$ cat src/rtl/cc_pkg.sv
// rtl/cc_pkg.sv - shared rate/state types and puncture constants for the K=7 encoder burst sequencer
package cc_pkg;

  localparam int CC_RATE_W   = 2;
  localparam int CC_TAIL_LEN = 6;

  typedef enum logic [CC_RATE_W-1:0] {
    CC_R12 = 2'd0,
    CC_R23 = 2'd1,
    CC_R34 = 2'd2,
    CC_R56 = 2'd3
  } cc_rate_e;

  typedef enum logic [1:0] {
    ST_IDLE,
    ST_DATA,
    ST_TAIL
  } cc_state_e;

  localparam logic [2:0] CC_PER_M1_12 = 3'd0;
  localparam logic [2:0] CC_PER_M1_23 = 3'd1;
  localparam logic [2:0] CC_PER_M1_34 = 3'd2;
  localparam logic [2:0] CC_PER_M1_56 = 3'd4;

  // {keep Y, keep X} per puncture step, step 0 in the lowest pair
  localparam logic [9:0] CC_KEEP_12 = 10'b00_00_00_00_11;
  localparam logic [9:0] CC_KEEP_23 = 10'b00_00_00_10_11;
  localparam logic [9:0] CC_KEEP_34 = 10'b00_00_01_10_11;
  localparam logic [9:0] CC_KEEP_56 = 10'b01_10_01_10_11;

endpackage

$ cat src/rtl/cc_punct_lut.sv
// rtl/cc_punct_lut.sv - (rate, step) to puncture keep-mask and period-1; shared with the depuncturer
module cc_punct_lut
  import cc_pkg::*;
(
  input  cc_rate_e   rate,
  input  logic [2:0] step,
  output logic [1:0] keep,
  output logic [2:0] per_m1
);

  logic [9:0] tbl;
  logic [3:0] idx;

  always_comb begin
    tbl    = CC_KEEP_12;
    per_m1 = CC_PER_M1_12;
    case (rate)
      CC_R12: begin tbl = CC_KEEP_12; per_m1 = CC_PER_M1_12; end
      CC_R23: begin tbl = CC_KEEP_23; per_m1 = CC_PER_M1_23; end
      CC_R34: begin tbl = CC_KEEP_34; per_m1 = CC_PER_M1_34; end
      CC_R56: begin tbl = CC_KEEP_56; per_m1 = CC_PER_M1_56; end
      default: begin tbl = CC_KEEP_12; per_m1 = CC_PER_M1_12; end
    endcase
    idx  = {step, 1'b0};
    keep = tbl[idx +: 2];
  end

endmodule

$ cat src/rtl/cc_ctrl.sv
// rtl/cc_ctrl.sv - block burst sequencer feeding the 1/2-rate K=7 encoder with puncture masks
// CC_TAIL_EN: when defined, 6 zero tail bits flush the encoder after each block.
module cc_ctrl
  import cc_pkg::*;
#(
  parameter int blk_max = 288,
  parameter int len_w   = $clog2(blk_max+1),
`ifdef CC_TAIL_EN
  parameter int cnt_w   = $clog2(2*(blk_max+CC_TAIL_LEN)+1)
`else
  parameter int cnt_w   = $clog2(2*blk_max+1)
`endif
)(
  input  logic                 clk,
  input  logic                 reset,
  input  logic                 start,
  input  logic [len_w-1:0]     blk_len,
  input  logic [CC_RATE_W-1:0] cc_rate,
  input  logic                 in_bit,
  input  logic                 in_valid,
  output logic                 in_ready,
  output logic                 enc_bit,
  output logic                 enc_valid,
  output logic [1:0]           punct_keep,
  output logic                 enc_last,
  output logic [cnt_w-1:0]     kept_cnt,
  output logic                 busy
);

  cc_state_e        state;
  cc_rate_e         rate_q;
  logic [len_w-1:0] len_q;
  logic [len_w-1:0] bit_cnt;
  logic [2:0]       step;
  logic [1:0]       keep_now;
  logic [2:0]       per_m1;
  logic [len_w-1:0] len_clamp;
  logic [1:0]       pop;
  logic             emit;

`ifdef CC_TAIL_EN
  localparam logic [2:0] TAIL_LAST = 3'(CC_TAIL_LEN-1);
  logic [2:0] tail_cnt;
`endif

  cc_punct_lut u_lut (
    .rate   (rate_q),
    .step   (step),
    .keep   (keep_now),
    .per_m1 (per_m1)
  );

  always_comb begin
    len_clamp = (blk_len > len_w'(blk_max)) ? len_w'(blk_max) : blk_len;
    pop       = {1'b0, keep_now[1]} + {1'b0, keep_now[0]};
    emit      = (state == ST_DATA && in_valid && in_ready) || (state == ST_TAIL);
  end

  always_ff @(posedge clk or posedge reset) begin
    if (reset) begin
      state      <= ST_IDLE;
      rate_q     <= CC_R12;
      len_q      <= '0;
      bit_cnt    <= '0;
      step       <= '0;
      in_ready   <= 1'b0;
      enc_bit    <= 1'b0;
      enc_valid  <= 1'b0;
      punct_keep <= '0;
      enc_last   <= 1'b0;
      kept_cnt   <= '0;
      busy       <= 1'b0;
`ifdef CC_TAIL_EN
      tail_cnt   <= '0;
`endif
    end else begin
      enc_valid  <= 1'b0;
      enc_bit    <= 1'b0;
      punct_keep <= '0;
      enc_last   <= 1'b0;

      // every emitted step, data or tail, advances the puncture pattern
      if (emit) begin
        enc_valid  <= 1'b1;
        enc_bit    <= (state == ST_DATA) && in_bit;
        punct_keep <= keep_now;
        kept_cnt   <= kept_cnt + cnt_w'(pop);
        step       <= (step == per_m1) ? 3'd0 : step + 3'd1;
      end

      case (state)
        ST_IDLE: begin
          busy <= 1'b0;
          if (start) begin
            len_q    <= len_clamp;
            rate_q   <= cc_rate_e'(cc_rate);
            bit_cnt  <= '0;
            step     <= '0;
            kept_cnt <= '0;
`ifdef CC_TAIL_EN
            tail_cnt <= '0;
`endif
            if (len_clamp != '0) begin
              state    <= ST_DATA;
              busy     <= 1'b1;
              in_ready <= 1'b1;
            end
`ifdef CC_TAIL_EN
            else begin
              state <= ST_TAIL;
              busy  <= 1'b1;
            end
`endif
          end
        end
        ST_DATA: begin
          if (in_valid && in_ready) begin
            bit_cnt <= bit_cnt + len_w'(1);
            if (bit_cnt + len_w'(1) == len_q) begin
              in_ready <= 1'b0;
`ifdef CC_TAIL_EN
              state    <= ST_TAIL;
`else
              state    <= ST_IDLE;
              enc_last <= 1'b1;
`endif
            end
          end
        end
`ifdef CC_TAIL_EN
        ST_TAIL: begin
          tail_cnt <= tail_cnt + 3'd1;
          if (tail_cnt == TAIL_LAST) begin
            enc_last <= 1'b1;
            state    <= ST_IDLE;
          end
        end
`endif
        default: state <= ST_IDLE;
      endcase
    end
  end

endmodule

$ cat config.mk
export PLATFORM = sky130hd
export DESIGN_NAME = cc_ctrl
export DESIGN_NICKNAME = d
export VERILOG_FILES = /design/src/rtl/cc_pkg.sv /design/src/rtl/cc_punct_lut.sv /design/src/rtl/cc_ctrl.sv
export SDC_FILE = /design/constraint.sdc
export NUM_CORES = 1
export LEC_CHECK = 0
export ABC_AREA = 1
export CAP_MARGIN = 20
export CORE_MARGIN = 5
export CORE_UTILIZATION = 58
export DETAILED_ROUTE_END_ITERATION = 8
export GPL_TIMING_DRIVEN = 0
export PLACE_DENSITY = 0.89
export REMOVE_ABC_BUFFERS = 1
export SYNTH_ARGS = -nofsm -noshare
export SYNTH_HDL_FRONTEND = slang
export SYNTH_HIERARCHICAL = 1
export SYNTH_SLANG_ARGS = --single-unit
$ cat constraint.sdc
create_clock -name clk -period 4.3 [get_ports clk]
set_input_delay 1.075 -clock clk [delete_from_list [all_inputs] [get_ports clk]]
set_output_delay 1.075 -clock clk [all_outputs]
set_load 0.02 [all_outputs]
==> impl_metrics.py, run 1 <==
metrics = {
    "clock_network": {
        "clockRootBuffer": "clkbuf_8",
        "cts_buffers": 5,
        "cts_max_path_buffers": 2,
        "clk_latency_ns": 0.30,
        "cts_resized": 0,
        "holdBufCountCts": 0,
        "htreeDepth": 2,
        "post_cts_buffers": 0,
        "cts_tree": "done",
        "clk_pin_slew_ns": 0.08,
        "cts_sinks": 40,
    },
    "floorplan": {
        "start_util_pct": 59.5,
        "core_area_um2": 3660,
        "dieWidth_um": 71.3,
        "die-area_um2": 5080,
        "die_h_um": 71.3,
        "num_rows": 22,
        "pin_count": 33,
    },
    "critical_path": {
        "rrSetupSlack_ns": 2.18,
        "crit_required_ns": 4.50,
        "critPathLaunchType": "primary input",
        "critPathCaptureType": "flop",
        "path_cells": "clkdlybuf4s50_1 > nand2_2 > inv_2 > o21ai_0 > nor2_1 > nand4_1 > nor2_1 > nand3_2 > nand2_1 > inv_1",
        "cp_slowest_cell": "clkdlybuf4s50_1",
        "path_class": "in2reg",
        "crit_fanout": 18,
        "cp_common_cell": "nor2_1",
        "cp.arrival_ns": 2.83,
        "crit_path_max_incr_delay_ns": 0.47,
    },
    "pwr": {
        "p_sw_w": 0.000727,
        "switching_share_pct": 41.7,
        "cellPowerDensity_nw_per_um2": 659,
        "p_clk_share_pct": 17.5,
        "pwr-share-seq_pct": 38.3,
        "leakage_nw": 1.30,
        "p_int_w": 0.00102,
        "vdd_drop_max_mv": 0.475,
        "power_frac_comb_pct": 44.2,
    },
    "global_route": {
        "grt_usage_pct": 20.7,
        "grt_overflow": 0,
        "antenna_found_initial": 0,
        "grt_start_max_net_pins": 41,
        "grt_pass1_vias": 1925,
        "grt_pass1_wl_mm": 8.29,
    },
    "logic_synthesis": {
        "synthAdderAreaFrac_pct": 2.64,
        "synth_top_family_by_area": "simple AND/OR/NAND/NOR gates",
        "synth.most_common_cell": "nand2_1",
        "avgSynthCellArea_um2": 7.78,
        "synth_xor_area_share_pct": 2.01,
        "synth_seq_cells": 40,
        "ys_types": 28,
        "ys_top_cells_by_count": "70 x nand2_1, 43 x inv_1, 40 x dfrtp_1",
        "synthMuxAreaShare_pct": 0,
        "yosys-top-cells-area": "dfrtp_1 46%, nand2_1 12%, inv_1 7.4%",
        "synth_simple_gate_area_share_pct": 31.6,
        "yosysWarnings": 6,
        "yosysSeqAreaShare_pct": 46.0,
        "synth_area_um2": 2180,
        "synth_ff_type": "dfrtp_1",
        "async_flop_share_pct": 100,
        "synth_edf_count": 0,
        "synth_largest_area_cell": "dfrtp_1",
        "synth_top_area_share_pct": 46.0,
        "netlist_instances": 280,
        "synth_compound_gate_area_share_pct": 8.85,
    },
    "sta": {
        "fmax_ghz": 0.380,
        "final-setup-viol-count": 0,
        "maxSlewViolCount": 0,
        "period_needed_ns": 2.63,
        "max_slew.worst_pin.slew_ns": 0.808,
        "worst_slew_margin_rel_pct": 46.1,
        "rsz0062_at_grt": "no",
        "final-hold-violation-count": 0,
        "fin_skew_ns": 0.00730,
        "period_share_pct": 61.2,
        "tns_ns": 0,
    },
    "place": {
        "port_buffers": 32,
        "gp_congestion": 0.822,
        "place_area_um2": 2540,
        "dp_hpwl_mm": 3.50,
    },
    "final_layout": {
        "antenna_cells": 0,
        "design_area_um2": 2640,
        "drive_above_1_share_pct": 10.2,
        "nNetsFinal": 334,
        "synthToLayoutAreaGrowth_pct": 21.4,
    },
    "status": {
        "outcome": "completed",
    },
    "detailed_routing": {
        "drtPass1Iterations": 4,
        "wire_per_inst_um": 13.3,
        "viasPerCell": 5.33,
        "routed_wl_mm": 4.84,
        "drtIter0Drc": 209,
        "drt.antenna.violating_nets": 0,
        "drc": 0,
        "vias": 1936,
    },
    "run": {
        "maxCapViolCount": 0,
    },
    "hold_path": {
        "worstHoldPathType": "reg2reg",
    },
}
placed cells by master, fill, tap and decap left out, drive strengths merged:
cell	count
ha	3
nor3	4
o2111ai	1
xnor2	4
nand2	76
and2	1
nand4	4
nand3	31
o21ai	23
o22ai	5
inv	46
nor2	28
dfrtp	40
clkinv	1
clkdlybuf4s50	32
clkbuf	6
a21o	1
xor2	1
bufinv	1
fa	1
a21oi	6
routing by layer:
layer	track usage (%)	vias to the layer above	part of all wire, %
met1	25.5	910	43
li1	-	959	-
met5	0	-	0
met2	35.2	60	51
met3	5.19	7	4.7
met4	7.10	0	1.4
power by group through the flow:
stage	combinational [W]	clock, W	sequential [W]
detailed placement	0.000759	0	0.000667
global route	0.000864	0.000327	0.000687
CTS	0.000775	0.000309	0.000664
floorplan	0.000461	0	0.000710
finish	0.000770	0.000306	0.000667
global placement	0.000730	0	0.000660
logic make-up (layout without fill, tap and decap cells):
kind of cell | count (synthesis) | count (layout)
flip-flops | 40 | 40
buffers and inverters | 51 | 86
AO/OA/AOI/OAI | 36 | 36
adder cells (fa/ha/maj) | 4 | 4
XOR/XNOR | 5 | 5
AND/OR/NAND/NOR | 144 | 144
worst paths after layout:
| path | startpoint | endpoint | depth (start not counted) |
|---|---|---|---|
| setup / recovery | in_valid | in_ready$_DFFE_PP0P_ | 10 |
| hold / removal | busy$_DFFE_PP0N_ | busy$_DFFE_PP0N_ | 2 |
| setup reg to reg | rate_q[1]$_DFFE_PP0P_ | kept_cnt[6]$_DFF_PP0_ | 11 |
| hold reg to reg | busy$_DFFE_PP0N_ | busy$_DFFE_PP0N_ | 2 |
| max in group asynchronous | reset | len_q[0]$_DFFE_PP0P_ | 2 |
| min in group asynchronous | reset | bit_cnt[7]$_DFFE_PP0P_ | 2 |
per-stage QoR:
| stage | setup WS, ns | hold slack, ns | power (W) | std cells | utilization [%] |
|---|---|---|---|---|---|
| 3_3_place_gp | 1.38 | 0.489 | 0.00139 | 355 | 69.3 |
| 6_report | 1.67 | 0.511 | 0.00174 | 363 | 72.2 |
| 5_1_grt | 1.43 | 0.572 | 0.00188 | 363 | 72.2 |
| 4_1_cts | 1.67 | 0.514 | 0.00175 | 363 | 72.2 |
| 2_1_floorplan | 2.20 | 0.475 | 0.00117 | 275 | - |
| 3_5_place_dp | 1.36 | 0.491 | 0.00143 | 355 | 69.3 |
flip-flops by register name, indices dropped and copies added, names as in the netlist:
register / count
kept_cnt: 10
bit_cnt: 9
len_q: 9
step: 3
punct_keep: 2
rate_q: 2
busy: 1
enc_bit: 1
enc_last: 1
enc_valid: 1
in_ready: 1
critical path, delay by kind of cell:
family                 cells  cell delay, ns
buffers and inverters      3            0.80
and+or+nand+nor            6            0.80
AOI/OAI and AO/OA          1            0.14
area by class of cell:
class                           count  area, um2
Fill cell                         299       1020
Sequential cell                    40       1000
Multi-Input combinational cell    189        982
Timing Repair Buffer               32        320
Inverter                           46        173
Clock buffer                        6       72.6
Tap cell                           48       60.1
Clock inverter                      2       35.0
(Power assumes the default switching activity.)
==> run 2: changes to the inputs <==
--- a/config.mk
+++ b/config.mk
@@ -8,10 +8,10 @@
 export ABC_AREA = 1
 export CAP_MARGIN = 20
 export CORE_MARGIN = 5
-export CORE_UTILIZATION = 58
+export CORE_UTILIZATION = 54
 export DETAILED_ROUTE_END_ITERATION = 8
 export GPL_TIMING_DRIVEN = 0
-export PLACE_DENSITY = 0.89
+export PLACE_DENSITY = 0.84
 export REMOVE_ABC_BUFFERS = 1
 export SYNTH_ARGS = -nofsm -noshare
 export SYNTH_HDL_FRONTEND = slang
==> constraint.sdc (replaced) <==
create_clock -name clk -period 2.6 [get_ports clk]
set_input_delay 0.65 -clock clk [delete_from_list [all_inputs] [get_ports clk]]
set_output_delay 0.65 -clock clk [all_outputs]
set_load 0.02 [all_outputs]
==> impl_metrics.py, run 2 (synthesized netlist as in run 1, its figures left out) <==
metrics = {
    "status": {
        "outcome": "completed",
    },
    "sta": {
        "period_needed_ns": 2.23,
        "final-setup-viol-count": 0,
        "final-hold-violation-count": 0,
        "fmax_ghz": 0.449,
        "rsz0062_at_grt": "no",
        "max_slew.worst_pin.slew_ns": 0.794,
        "tns_ns": 0,
        "fin_skew_ns": 0.00720,
        "period_share_pct": 85.7,
        "worst_slew_margin_rel_pct": 47.0,
        "maxSlewViolCount": 0,
    },
    "clock_network": {
        "cts_buffers": 5,
        "cts_max_path_buffers": 2,
        "holdBufCountCts": 0,
        "clockRootBuffer": "clkbuf_8",
        "clk_latency_ns": 0.30,
        "cts_tree": "done",
        "htreeDepth": 2,
        "cts_sinks": 40,
        "cts_resized": 0,
        "clk_pin_slew_ns": 0.08,
        "post_cts_buffers": 0,
    },
    "detailed_routing": {
        "viasPerCell": 5.18,
        "drtIter0Drc": 111,
        "vias": 1889,
        "wire_per_inst_um": 12.6,
        "routed_wl_mm": 4.61,
        "drt.antenna.violating_nets": 0,
        "drtPass1Iterations": 4,
        "drc": 0,
    },
    "final_layout": {
        "final_cell_mix": "70 x nand2_1, 42 x inv_1, 40 x dfrtp_1, 32 x clkdlybuf4s50_1, 26 x nand3_1",
        "antenna_cells": 0,
        "nNetsFinal": 334,
        "top_register": "kept_cnt",
        "design_area_um2": 2670,
        "synthToLayoutAreaGrowth_pct": 22.3,
        "final_common_cell": "nand2_1",
        "reg_top3": "kept_cnt x10, bit_cnt x9, len_q x9",
        "largest_register_ffs": 10,
        "final_util_pct": 67.6,
        "drive_above_1_share_pct": 10.5,
    },
    "critical_path": {
        "crit_required_ns": 2.82,
        "reg2regPathDepth": 11,
        "r2r-start": "rate_q[1]$_DFFE_PP0P_",
        "crit_fanout": 20,
        "critPathCaptureType": "flop",
        "critPathLaunchType": "primary input",
        "cp-startpoint": "start",
        "cp.arrival_ns": 2.44,
        "crit_path_end": "len_q[5]$_DFFE_PP0P_",
        "path_class": "in2reg",
        "r2r-end": "kept_cnt[8]$_DFF_PP0_",
        "rrSetupSlack_ns": 0.51,
    },
    "floorplan": {
        "die_h_um": 73.5,
        "start_util_pct": 55.3,
        "pin_count": 33,
        "core_area_um2": 3940,
        "dieWidth_um": 73.5,
        "die-area_um2": 5400,
        "num_rows": 23,
    },
    "pwr": {
        "vdd_drop_max_mv": 0.589,
        "leakage_nw": 1.31,
        "cellPowerDensity_nw_per_um2": 1090,
    },
    "global_route": {
        "grt_overflow": 0,
        "antenna_found_initial": 0,
        "grt_pass1_wl_mm": 8.11,
        "grt_start_max_net_pins": 41,
        "grt_pass1_vias": 1874,
        "grt_usage_pct": 19.8,
    },
    "place": {
        "place_area_um2": 2540,
        "port_buffers": 32,
        "dp_hpwl_mm": 3.38,
        "gp_congestion": 0.818,
    },
    "hold_path": {
        "worstHoldPathType": "reg2reg",
    },
    "run": {
        "maxCapViolCount": 0,
    },
}
## run 2: cell type report
cell class	count	area (um2)
clock inverter	1	30.0
multi-input combinational	189	982
sequential	40	1000
tap	50	62.6
timing repair buffer	32	320
inverter	46	173
fill	320	1280
clock buffer	7	96.3
## run 2: where the power goes
group / internal, W / switching (W)
logic: 0.000530 / 0.000713
clock network: 0.000339 / 0.000219
registers: 0.000861 / 0.000238
total: 0.00173 / 0.00117
## run 2: critical path, cell delays in order
cell and delay (ns):
clkdlybuf4s50_1 0.45, nand2_1 0.38, inv_1 0.49, o21ai_0 0.24, o21ai_0 0.22
## run 2: stage by stage
step,hold slack (ns),cells,setup slack [ns],total power (W)
6_report,0.513,365,0.371,0.00290
4_1_cts,0.521,365,0.363,0.00292
3_5_place_dp,0.498,357,0.0537,0.00235
5_1_grt,0.574,365,0.159,0.00314
2_1_floorplan,0.475,275,0.759,0.00194
3_3_place_gp,0.492,357,0.0595,0.00230
## run 2: worst min path at each step
| stage | depth (start not counted) | start | endpoint | slack, ns |
|---|---|---|---|---|
| 5_1_grt | 2 | len_q[8]$_DFFE_PP0P_ | len_q[8]$_DFFE_PP0P_ | 0.57 |
| 3_5_place_dp | 2 | busy$_DFFE_PP0N_ | busy$_DFFE_PP0N_ | 0.50 |
| 2_1_floorplan | 2 | len_q[8]$_DFFE_PP0P_ | len_q[8]$_DFFE_PP0P_ | 0.47 |
| 4_1_cts | 2 | busy$_DFFE_PP0N_ | busy$_DFFE_PP0N_ | 0.52 |
| 3_3_place_gp | 2 | busy$_DFFE_PP0N_ | busy$_DFFE_PP0N_ | 0.49 |
| 6_report | 2 | busy$_DFFE_PP0N_ | busy$_DFFE_PP0N_ | 0.51 |
## run 2: per-layer routing
| metal | global-route usage, % | share of wire, % | vias up |
|---|---|---|---|
| met5 | 0 | 0 | - |
| met1 | 23.8 | 43 | 889 |
| met4 | 8.45 | 2.0 | 0 |
| li1 | - | - | 952 |
| met2 | 32.5 | 50 | 40 |
| met3 | 6.29 | 5.1 | 8 |
